## src/rtl/tx_fifo_axis.sv

```systemverilog
// AXI4-Lite register-fed transmit FIFO emitting words on an AXI4-Stream master.
// Words written to TXDATA/TXLAST are queued first-word-fall-through; STATUS and CTRL give level, flush and overflow control.
`timescale 1ns/1ps
module tx_fifo_axis #(
    parameter int DATA_WIDTH = 32,
    parameter int DEPTH      = 16,
    parameter int ADDR_WIDTH = 4
) (
    input  logic                  clk,
    input  logic                  rst_n,
    input  logic [ADDR_WIDTH-1:0] s_axi_awaddr,
    input  logic                  s_axi_awvalid,
    output logic                  s_axi_awready,
    input  logic [DATA_WIDTH-1:0] s_axi_wdata,
    input  logic [3:0]            s_axi_wstrb,
    input  logic                  s_axi_wvalid,
    output logic                  s_axi_wready,
    output logic [1:0]            s_axi_bresp,
    output logic                  s_axi_bvalid,
    input  logic                  s_axi_bready,
    input  logic [ADDR_WIDTH-1:0] s_axi_araddr,
    input  logic                  s_axi_arvalid,
    output logic                  s_axi_arready,
    output logic [DATA_WIDTH-1:0] s_axi_rdata,
    output logic [1:0]            s_axi_rresp,
    output logic                  s_axi_rvalid,
    input  logic                  s_axi_rready,
    output logic [DATA_WIDTH-1:0] m_axis_tdata,
    output logic                  m_axis_tlast,
    output logic                  m_axis_tvalid,
    input  logic                  m_axis_tready,
    output logic                  overflow
);

    localparam int PW = $clog2(DEPTH);
    localparam int CW = PW + 1;

    localparam logic [1:0] RESP_OKAY   = 2'b00;
    localparam logic [1:0] RESP_SLVERR = 2'b10;

    localparam logic [1:0] REG_TXDATA = 2'd0;
    localparam logic [1:0] REG_TXLAST = 2'd1;
    localparam logic [1:0] REG_STATUS = 2'd2;
    localparam logic [1:0] REG_CTRL   = 2'd3;

    typedef enum logic [0:0] {W_IDLE = 1'b0, W_RESP = 1'b1} w_state_e;
    typedef enum logic [0:0] {R_IDLE = 1'b0, R_DATA = 1'b1} r_state_e;

    w_state_e w_state_q, w_state_d;
    r_state_e r_state_q, r_state_d;

    logic                  en_q;
    logic                  bvalid_q, bvalid_d;
    logic [1:0]            bresp_q, bresp_d;
    logic                  rvalid_q, rvalid_d;
    logic [DATA_WIDTH-1:0] rdata_q, rdata_d;

    logic [DATA_WIDTH:0]   mem_q [DEPTH];
    logic [PW-1:0]         wr_ptr_q, wr_ptr_d;
    logic [PW-1:0]         rd_ptr_q, rd_ptr_d;
    logic [CW-1:0]         count_q, count_d;
    logic                  ovf_q, ovf_d;

    logic                  aw_hs_s;
    logic                  ar_hs_s;
    logic [1:0]            wsel_s;
    logic [1:0]            rsel_s;
    logic                  full_s;
    logic                  empty_s;
    logic                  push_req_s;
    logic                  push_ok_s;
    logic                  ovf_evt_s;
    logic                  ctrl_wr_s;
    logic                  flush_s;
    logic                  clr_ovf_s;
    logic                  pop_s;
    logic [31:0]           count_ext_s;
    logic [DATA_WIDTH-1:0] status_s;
    logic [DATA_WIDTH-1:0] rd_word_s;
    logic                  unused_s;

    assign unused_s = ^{s_axi_wstrb, s_axi_awaddr, s_axi_araddr};

    // Ready strobes are combinational on the handshake, so en_q holds them low through and just after reset
    assign aw_hs_s = en_q & (w_state_q == W_IDLE) & s_axi_awvalid & s_axi_wvalid;
    assign ar_hs_s = en_q & (r_state_q == R_IDLE) & s_axi_arvalid & ~rvalid_q;
    assign wsel_s  = s_axi_awaddr[3:2];
    assign rsel_s  = s_axi_araddr[3:2];

    assign full_s     = (count_q == CW'(DEPTH));
    assign empty_s    = (count_q == '0);
    assign push_req_s = aw_hs_s & ((wsel_s == REG_TXDATA) | (wsel_s == REG_TXLAST));
    assign push_ok_s  = push_req_s & ~full_s;
    assign ovf_evt_s  = push_req_s & full_s;
    assign ctrl_wr_s  = aw_hs_s & (wsel_s == REG_CTRL);
    assign flush_s    = ctrl_wr_s & s_axi_wdata[0];
    assign clr_ovf_s  = ctrl_wr_s & s_axi_wdata[1];
    assign pop_s      = ~empty_s & m_axis_tready;

    assign s_axi_awready = aw_hs_s;
    assign s_axi_wready  = aw_hs_s;
    assign s_axi_arready = ar_hs_s;
    assign s_axi_bvalid  = bvalid_q;
    assign s_axi_bresp   = bresp_q;
    assign s_axi_rvalid  = rvalid_q;
    assign s_axi_rdata   = rdata_q;
    assign s_axi_rresp   = RESP_OKAY;

    assign m_axis_tvalid = ~empty_s;
    assign m_axis_tdata  = mem_q[rd_ptr_q][DATA_WIDTH-1:0];
    assign m_axis_tlast  = mem_q[rd_ptr_q][DATA_WIDTH];
    assign overflow      = ovf_q;

    // STATUS word; level field holds the low 8 bits of the count
    always_comb begin
        count_ext_s    = 32'(count_q);
        status_s       = '0;
        status_s[0]    = empty_s;
        status_s[1]    = full_s;
        status_s[2]    = ovf_q;
        status_s[15:8] = count_ext_s[7:0];
    end

    // Read-data mux: only STATUS returns content
    always_comb begin
        rd_word_s = '0;
        case (rsel_s)
            REG_STATUS: rd_word_s = status_s;
            default:    rd_word_s = '0;
        endcase
    end

    // Write-channel FSM next state and B response
    always_comb begin
        w_state_d = w_state_q;
        bvalid_d  = bvalid_q;
        bresp_d   = bresp_q;
        case (w_state_q)
            W_IDLE: begin
                if (aw_hs_s) begin
                    w_state_d = W_RESP;
                    bvalid_d  = 1'b1;
                    bresp_d   = ovf_evt_s ? RESP_SLVERR : RESP_OKAY;
                end else begin
                    w_state_d = W_IDLE;
                end
            end
            W_RESP: begin
                if (s_axi_bready) begin
                    w_state_d = W_IDLE;
                    bvalid_d  = 1'b0;
                end else begin
                    w_state_d = W_RESP;
                end
            end
            default: begin
                w_state_d = W_IDLE;
                bvalid_d  = 1'b0;
                bresp_d   = RESP_OKAY;
            end
        endcase
    end

    // Read-channel FSM next state and R data capture
    always_comb begin
        r_state_d = r_state_q;
        rvalid_d  = rvalid_q;
        rdata_d   = rdata_q;
        case (r_state_q)
            R_IDLE: begin
                if (ar_hs_s) begin
                    r_state_d = R_DATA;
                    rvalid_d  = 1'b1;
                    rdata_d   = rd_word_s;
                end else begin
                    r_state_d = R_IDLE;
                end
            end
            R_DATA: begin
                if (s_axi_rready) begin
                    r_state_d = R_IDLE;
                    rvalid_d  = 1'b0;
                end else begin
                    r_state_d = R_DATA;
                end
            end
            default: begin
                r_state_d = R_IDLE;
                rvalid_d  = 1'b0;
                rdata_d   = '0;
            end
        endcase
    end

    // FIFO pointer/count/overflow next state; flush discards a same-cycle pop
    always_comb begin
        wr_ptr_d = wr_ptr_q;
        rd_ptr_d = rd_ptr_q;
        count_d  = count_q;
        if (flush_s) begin
            wr_ptr_d = '0;
            rd_ptr_d = '0;
            count_d  = '0;
        end else begin
            wr_ptr_d = wr_ptr_q + PW'(push_ok_s);
            rd_ptr_d = rd_ptr_q + PW'(pop_s);
            count_d  = count_q + CW'(push_ok_s) - CW'(pop_s);
        end
        if (ovf_evt_s) begin
            ovf_d = 1'b1;
        end else if (clr_ovf_s) begin
            ovf_d = 1'b0;
        end else begin
            ovf_d = ovf_q;
        end
    end

    // Control and status registers
    always_ff @(posedge clk or negedge rst_n) begin
        if (!rst_n) begin
            en_q      <= 1'b0;
            w_state_q <= W_IDLE;
            r_state_q <= R_IDLE;
            bvalid_q  <= 1'b0;
            bresp_q   <= RESP_OKAY;
            rvalid_q  <= 1'b0;
            rdata_q   <= '0;
            wr_ptr_q  <= '0;
            rd_ptr_q  <= '0;
            count_q   <= '0;
            ovf_q     <= 1'b0;
        end else begin
            en_q      <= 1'b1;
            w_state_q <= w_state_d;
            r_state_q <= r_state_d;
            bvalid_q  <= bvalid_d;
            bresp_q   <= bresp_d;
            rvalid_q  <= rvalid_d;
            rdata_q   <= rdata_d;
            wr_ptr_q  <= wr_ptr_d;
            rd_ptr_q  <= rd_ptr_d;
            count_q   <= count_d;
            ovf_q     <= ovf_d;
        end
    end

    // Storage array; entries carry {tlast, data}
    always_ff @(posedge clk or negedge rst_n) begin
        if (!rst_n) begin
            for (int i = 0; i < DEPTH; i++) begin
                mem_q[i] <= '0;
            end
        end else if (push_ok_s) begin
            mem_q[wr_ptr_q] <= {(wsel_s == REG_TXLAST), s_axi_wdata};
        end else begin
            mem_q[wr_ptr_q] <= mem_q[wr_ptr_q];
        end
    end

endmodule

```

## config.mk

```make
export PLATFORM = sky130hd
export DESIGN_NAME = tx_fifo_axis
export DESIGN_NICKNAME = d
export VERILOG_FILES = /design/src/rtl/tx_fifo_axis.sv
export SDC_FILE = /design/constraint.sdc
export NUM_CORES = 1
export LEC_CHECK = 0
export BUFFER_PORTS_ARGS = -buffer_cell sky130_fd_sc_hd__buf_2
export CAP_MARGIN = 20
export CORE_ASPECT_RATIO = 2
export CORE_MARGIN = 1.5
export CORE_UTILIZATION = 43
export DETAILED_ROUTE_END_ITERATION = 16
export SYNTH_ARGS = -nofsm -noshare
export SYNTH_HDL_FRONTEND = slang
export SYNTH_SLANG_ARGS = --single-unit
```

## constraint.sdc

```tcl
create_clock -name clk -period 3.4 [get_ports clk]
set_input_delay 0.51 -clock clk [delete_from_list [all_inputs] [get_ports clk]]
set_output_delay 0.51 -clock clk [all_outputs]
set_load 0.01 [all_outputs]
```

; ---- Word level (Yosys, flattened, before mapping)
; Cells that the tools add are included.
[word_totals]
input_bits = 52
regBits = 581
word_cells = 101
[op_classes]
n_lt_le_gt_ge = 3
n_eq_ne = 8
n_mux = 30
n_reduce_logical = 8
n_addsub = 4
n_bitwise = 21
[op_table]
columns = op, count
row1 = bitwise mux 528 bit, 2
row2 = two-way mux 528 bit, 1
row3 = binary-select mux 33 bit (select 4 bit), 2
row4 = two-way mux 33 bit, 5
row5 = demux 33 bit (select 4 bit), 1
row6 = bitwise AND 1 bit, 13
row7 = two-way mux 13 bit, 1
row8 = >= comparator 5 bit (second input constant), 2
row9 = two-way mux 1 bit, 10
row10 = NOT 4 -> 5 bit, 2
row11 = adder 4 x 1 -> 4 bit, 2
row12 = two-way mux 4 bit, 2
row13 = inequality test 2 bit (second input constant), 4
row14 = case mux 1 bit (2 select lines), 4
row15 = AND reduction 2 bit, 4
row16 = adder 5 x 1 -> 5 bit, 1
row17 = == test 5 bit (second input constant), 1
row18 = logical NOT 5 bit, 1
row19 = < comparator 5 x 1 -> 1 bit (second input constant), 1
row20 = two-way mux 5 bit, 1
row21 = NOT 1 bit, 5
row22 = subtractor 5 x 1 -> 5 bit, 1
row23 = == test 2 bit (second input constant), 2
row24 = == test 2 x 1 -> 1 bit (second input constant), 1
row25 = other kinds (5), 5

; ---- Depth between registers and ports, before layout
[depth]
ltp_word = 9
mapped_depth = 18

; ---- Worst setup path after synthesis
; OpenSTA, ideal clock, no wires.
[synth_path]
path_type = reg2reg
from = register count_q[2]
to = register count_q[4]
path_slack_ns = 0.420
t_required_ns = 3.265
arrival_ns = 2.844
period_less_slack_ns = 2.980
n_path_buf = 4
stages_incl_launch_ff = 19
cell_sequence = dfrtp_1 > inv_1 > ha_1 > nand4bb_1 > buf_2 > and3_1 > buf_2 > buf_6 > inv_4 > buf_2 > ha_1 > inv_1 > ha_1 > inv_1 > fa_1 > nor2b_1 > o21bai_1 > a21oi_1 > nor3b_1
[synth_between]
elab_chain_len = 6
[synth_rtl]
columns = element, line
row1 = "start, declared", 61  ; logic [CW-1:0] count_q, count_d;
row2 = "start signal, assigned", 242  ; count_q <= count_d;
row3 = == test 5 bit, 90  ; assign full_s = (count_q == CW'(DEPTH));
row4 = NOT 1 bit, 93  ; assign push_ok_s = push_req_s & ~full_s;
row5 = bitwise AND 1 bit, 93
row6 = adder 5 x 1 -> 5 bit, 207  ; count_d = count_q + CW'(push_ok_s) - CW'(pop_s);
row7 = subtractor 5 x 1 -> 5 bit (*), 207
row8 = two-way mux 5 bit (*), 200  ; if (flush_s) begin
row9 = net count_d[4], 61
; The timed path passes the listed nets; every way through them passes the cells marked *.
; A chain may end at the register's enable or synchronous reset.

; ---- Worst setup path after layout
[layout_path]
from = register rd_ptr_q[0]
to = output m_axis_tdata[30]
[layout_between]
elab_chain_len = 4
[layout_rtl]
columns = element, line
row1 = "start, declared", 60  ; logic [PW-1:0] rd_ptr_q, rd_ptr_d;
row2 = "start signal, assigned", 241  ; rd_ptr_q <= rd_ptr_d;
row3 = NOT 4 -> 5 bit (implied by the code), 110  ; assign m_axis_tdata = mem_q[rd_ptr_q][DATA_WIDTH-1:0];
row4 = binary-select mux 33 bit (select 4 bit), 110
row5 = two-way mux 33 bit (2 in series), n/a
row6 = "end, declared", 28  ; output logic [DATA_WIDTH-1:0] m_axis_tdata,
; Every way passes these cells. The select of a mux whose other input is x is not followed.

==> impl_summary.txt <==
----------------------------------------------------
[Pwr]
  Sw Share ... 0.388
  Total leakage power ... 0.0143 uW
  Sw Pwr ... 11,700 uW
  Total power per unit cell area ... 892 nW/um^2
  Portion of total power attributed to combinational logic ... 0.449
  Share of power burned in registers ... 0.356
  Maximum vdd ir drop ... 0.000558 V
  Power share of the clock group ... 0.195
  Cell-internal power ... 18,400 uW

[Global route]
  Wire length of the first global-routing pass ... 145 mm
  Global-route total usage across every layer ... 0.267
  Gr ovfl total ... 0
  Number of global-route vias before repair ... 23,300
  Largest net degree at the start of global routing ... 97
  Initial antenna violation count ... 3

[Placed design]
  Weighted congestion at the end of routability-driven global placement ... 0.811
  Number of buffers inserted by port buffering ... 92
  Total half-perimeter wirelength after legalization and detailed placement ... 60.1 mm
  Total instance count after detailed placement ... 3,470

[Die]
  Area of the die ... 72,500 um^2
  Floorplan die height ... 379 um
  Initial standard-cell utilization of the core ... 0.436
  Number of ports placed on the die boundary ... 128
  Floorplan core area ... 69,900 um^2
  Number of placement rows ... 137
  Die width ... 191 um

[Drt]
  Total wirelength of the detailed-routed design ... 94.3 mm
  Via count of the routed design ... 22,100
  Count of routing violations after the opening detailed-route iteration ... 1,815
  DRC errors left ... 0
  Antenna-violating nets left ... 0
  Number of optimization iterations in the first detailed-route pass ... 5
  Routed wire length per instance ... 26.5 um
  Via density per instance ... 6.21

[Worst setup path]
  Depth of the worst register-to-register path ... 13
  Worst setup EP type ... primary output
  Type of the worst setup path ... reg -> out
  Reg-to-reg endpoint ... count_q[4]$_DFF_PN0_
  RR Startpoint ... count_q[2]$_DFF_PN0_
  Startpoint class of the critical path ... flop
  Minimum setup slack among reg-to-reg paths ... 250 ps
  Worst path arrival time ... 2810 ps
  Critical path fanouts, max ... 32
  Required time worst endpoint ... 2890 ps

[Timing]
  Highest Clock Rate ... 301 MHz
  Endpoints failing hold ... 0
  Post-layout minimum cycle time ... 3320 ps
  Tightest Pin Transition ... 977 ps
  Total Neg Setup Slack ... 0 ps
  Fin. max-slew vios ... 0
  Endpoints failing setup ... 0
  Rel. slew slack ... 0.348
  Maximum clock skew at final layout ... 17.3 ps
  Period utilisation layout ... 0.977
  Unrepaired setup endpoints after global routing ... no

[Synthesis]
  Count of cell types in the netlist ... 48
  Number of synthesized register bits ... 556
  Seq/Total Area, Yosys ... 0.457
  Mean post-synth cell area ... 11.6 um^2
  Count of mapped cells out of synthesis ... 2,617
  Mapped Area ... 30,500 um^2
  Number of enable-type register cells in the synthesized netlist ... 0
  Dominant register cell in the synthesized netlist ... dfrtp_1
  Yosys Warn Count ... 0
  Proportion of synthesized flip-flops having asynchronous set or reset ... 1.00

[Cells and area]
  Layout cells sized above 1 ... 0.241
  Final non-filler cell total ... 3,561
  Area grow syn2layout ... 10.5%
  Number of inserted filler cells in the final layout ... 6,280
  Count of nets after finishing ... 2,684

[Clock tree]
  Post-CTS Setup Inserts ... 0
  H-tree levels ... 2
  Clock Sink Count ... 556
  Clock-pin slew on the worst setup and hold paths ... 70 ps
  Insertion delay of the later-clocked pin in the worst-skew pair ... 600 ps
  TritonCTS clock tree ... yes
  Buffer depth of the longest clock path ... 3
  Clock buffer count from CTS ... 52
  CTS root buf ... clkbuf_16

[Run status]
  Status ... finished, final reports clean

[Worst hold path]
  Tightest Hold Check Type ... in -> async

[Job]
  Max-cap check violation count ... 0

----------------------------------------------------
## layout by cell type, fill, tap and decap left out, drive strengths merged, types with 28 or more instances in the layout
cell type	synthesis	final
nor2	43	43
dfrtp	556	556
mux4	231	231
o21ai	269	269
nand4	33	33
clkbuf	140	69
o22ai	67	67
mux2i	132	132
conb	2	28
nand2	555	555
inv	44	47
nor3	35	35
buf	114	178
o41ai	33	33
o31ai	264	264
mux2	33	33
## timing repair
action | 4_1_cts | 5_1_grt
hold buffers | 0 | 0
gates cloned | 0 | 0
pin swaps | 0 | 0
gates resized for setup | 1 | 2
endpoints found under the setup margin | 1 | 2
## final cells by class
class | count | area, um^2 | area share
multi-input cells | 1787 | 15300 | 0.455
flip-flops and latches | 556 | 13900 | 0.414
repair buffers | 178 | 1470 | 0.0438
clock buffers | 69 | 1450 | 0.0430
well taps | 903 | 1130 | 0.0336
clock inverters | 20 | 194 | 0.00576
inverters | 46 | 175 | 0.00521
diodes | 2 | 5.00 | 0.000149
## registers in the layout (all words and copies together), names as in the netlist
signal,count
count_q,5
en_q,1
mem_q,528
overflow,1
r_state_q,1
rd_ptr_q,4
s_axi_bresp,1
s_axi_bvalid,1
s_axi_rdata,8
s_axi_rvalid,1
w_state_q,1
wr_ptr_q,4
## worst max-delay path, cell delays in order, from the launching register on
cell,delay (ps)
dfrtp_4,490
buf_16,250
buf_4,240
mux4_2,520
mux4_2,510
buf_2,180
## power by group through the flow
stage	Sequential [uW]	Combinational, uW	Clock [uW]
2_1_floorplan	9790	10100	0
3_5_place_dp	10800	13500	0
6_report	10700	13500	5850
4_1_cts	10700	13600	5960
5_1_grt	11000	14600	6190
3_3_place_gp	10600	13200	0
## synth_stat cells, types with 6 or more instances
master / instances / area (um^2)
buf_1: 18 / 67.6
buf_2: 42 / 210
buf_4: 36 / 270
buf_6: 18 / 203
clkbuf_1: 140 / 526
dfrtp_1: 556 / 13900
ha_1: 10 / 125
inv_1: 43 / 161
mux2_2: 33 / 372
mux2i_1: 132 / 1320
mux4_2: 231 / 5200
nand2_1: 555 / 2080
nand3_1: 16 / 80.1
nand4_1: 33 / 206
nor2_1: 37 / 139
nor2_2: 6 / 37.5
nor2b_1: 11 / 68.8
nor3_2: 13 / 130
nor3_4: 20 / 325
o21ai_0: 261 / 1310
o21ai_1: 8 / 40.0
o22ai_1: 50 / 313
o22ai_2: 17 / 213
o31ai_1: 264 / 1980
o41ai_4: 33 / 908
## per-layer routing
layer / global-route usage / part of all wire / up-vias
li1: - / - / 9719
met1: 0.318 / 0.37 / 11400
met2: 0.490 / 0.53 / 801
met3: 0.0247 / 0.050 / 245
met4: 0.110 / 0.045 / 0
met5: 0 / 0 / -
## worst max path at each step
| stage | cells after the start | end | startpoint |
|---|---|---|---|
| global route | 4 | m_axis_tdata[23] | rd_ptr_q[0]$_DFF_PN0_ |
| floorplan | 18 | count_q[4]$_DFF_PN0_ | count_q[2]$_DFF_PN0_ |
| finish | 5 | m_axis_tdata[30] | rd_ptr_q[0]$_DFF_PN0_ |
| CTS | 5 | m_axis_tdata[4] | rd_ptr_q[0]$_DFF_PN0_ |
| global placement | 13 | count_q[4]$_DFF_PN0_ | count_q[3]$_DFF_PN0_ |
| detailed placement | 13 | count_q[4]$_DFF_PN0_ | count_q[2]$_DFF_PN0_ |
## kinds of logic (layout without fill, tap and decap cells)
group                    count (synthesis)  count (layout)  share of synthesized area
AO/OA/AOI/OAI                          641             641                      0.158
XOR/XNOR                                 6               6                    0.00173
adder cells (fa/ha/maj)                 11              11                    0.00477
buffers and inverters                  300             313                     0.0477
flip-flops                             556             556                      0.457
multiplexers                           396             396                      0.226
other                                    2              30                   0.000247
AND/OR/NAND/NOR                        705             705                      0.104
## metrics by stage
step                instance area, um^2  hold slack [ps]  total power, uW  utilization  setup WS (ps)
floorplan                         30600              214            19900            -            420
global placement                  32000              450            23800        0.457            240
detailed placement                32000              453            24400        0.457            313
CTS                               33600             30.6            30300        0.481          0.500
global route                      33600             61.4            31800        0.481           13.2
finish                            33700             2.68            30000        0.481           78.3
(Power assumes the default switching activity.)
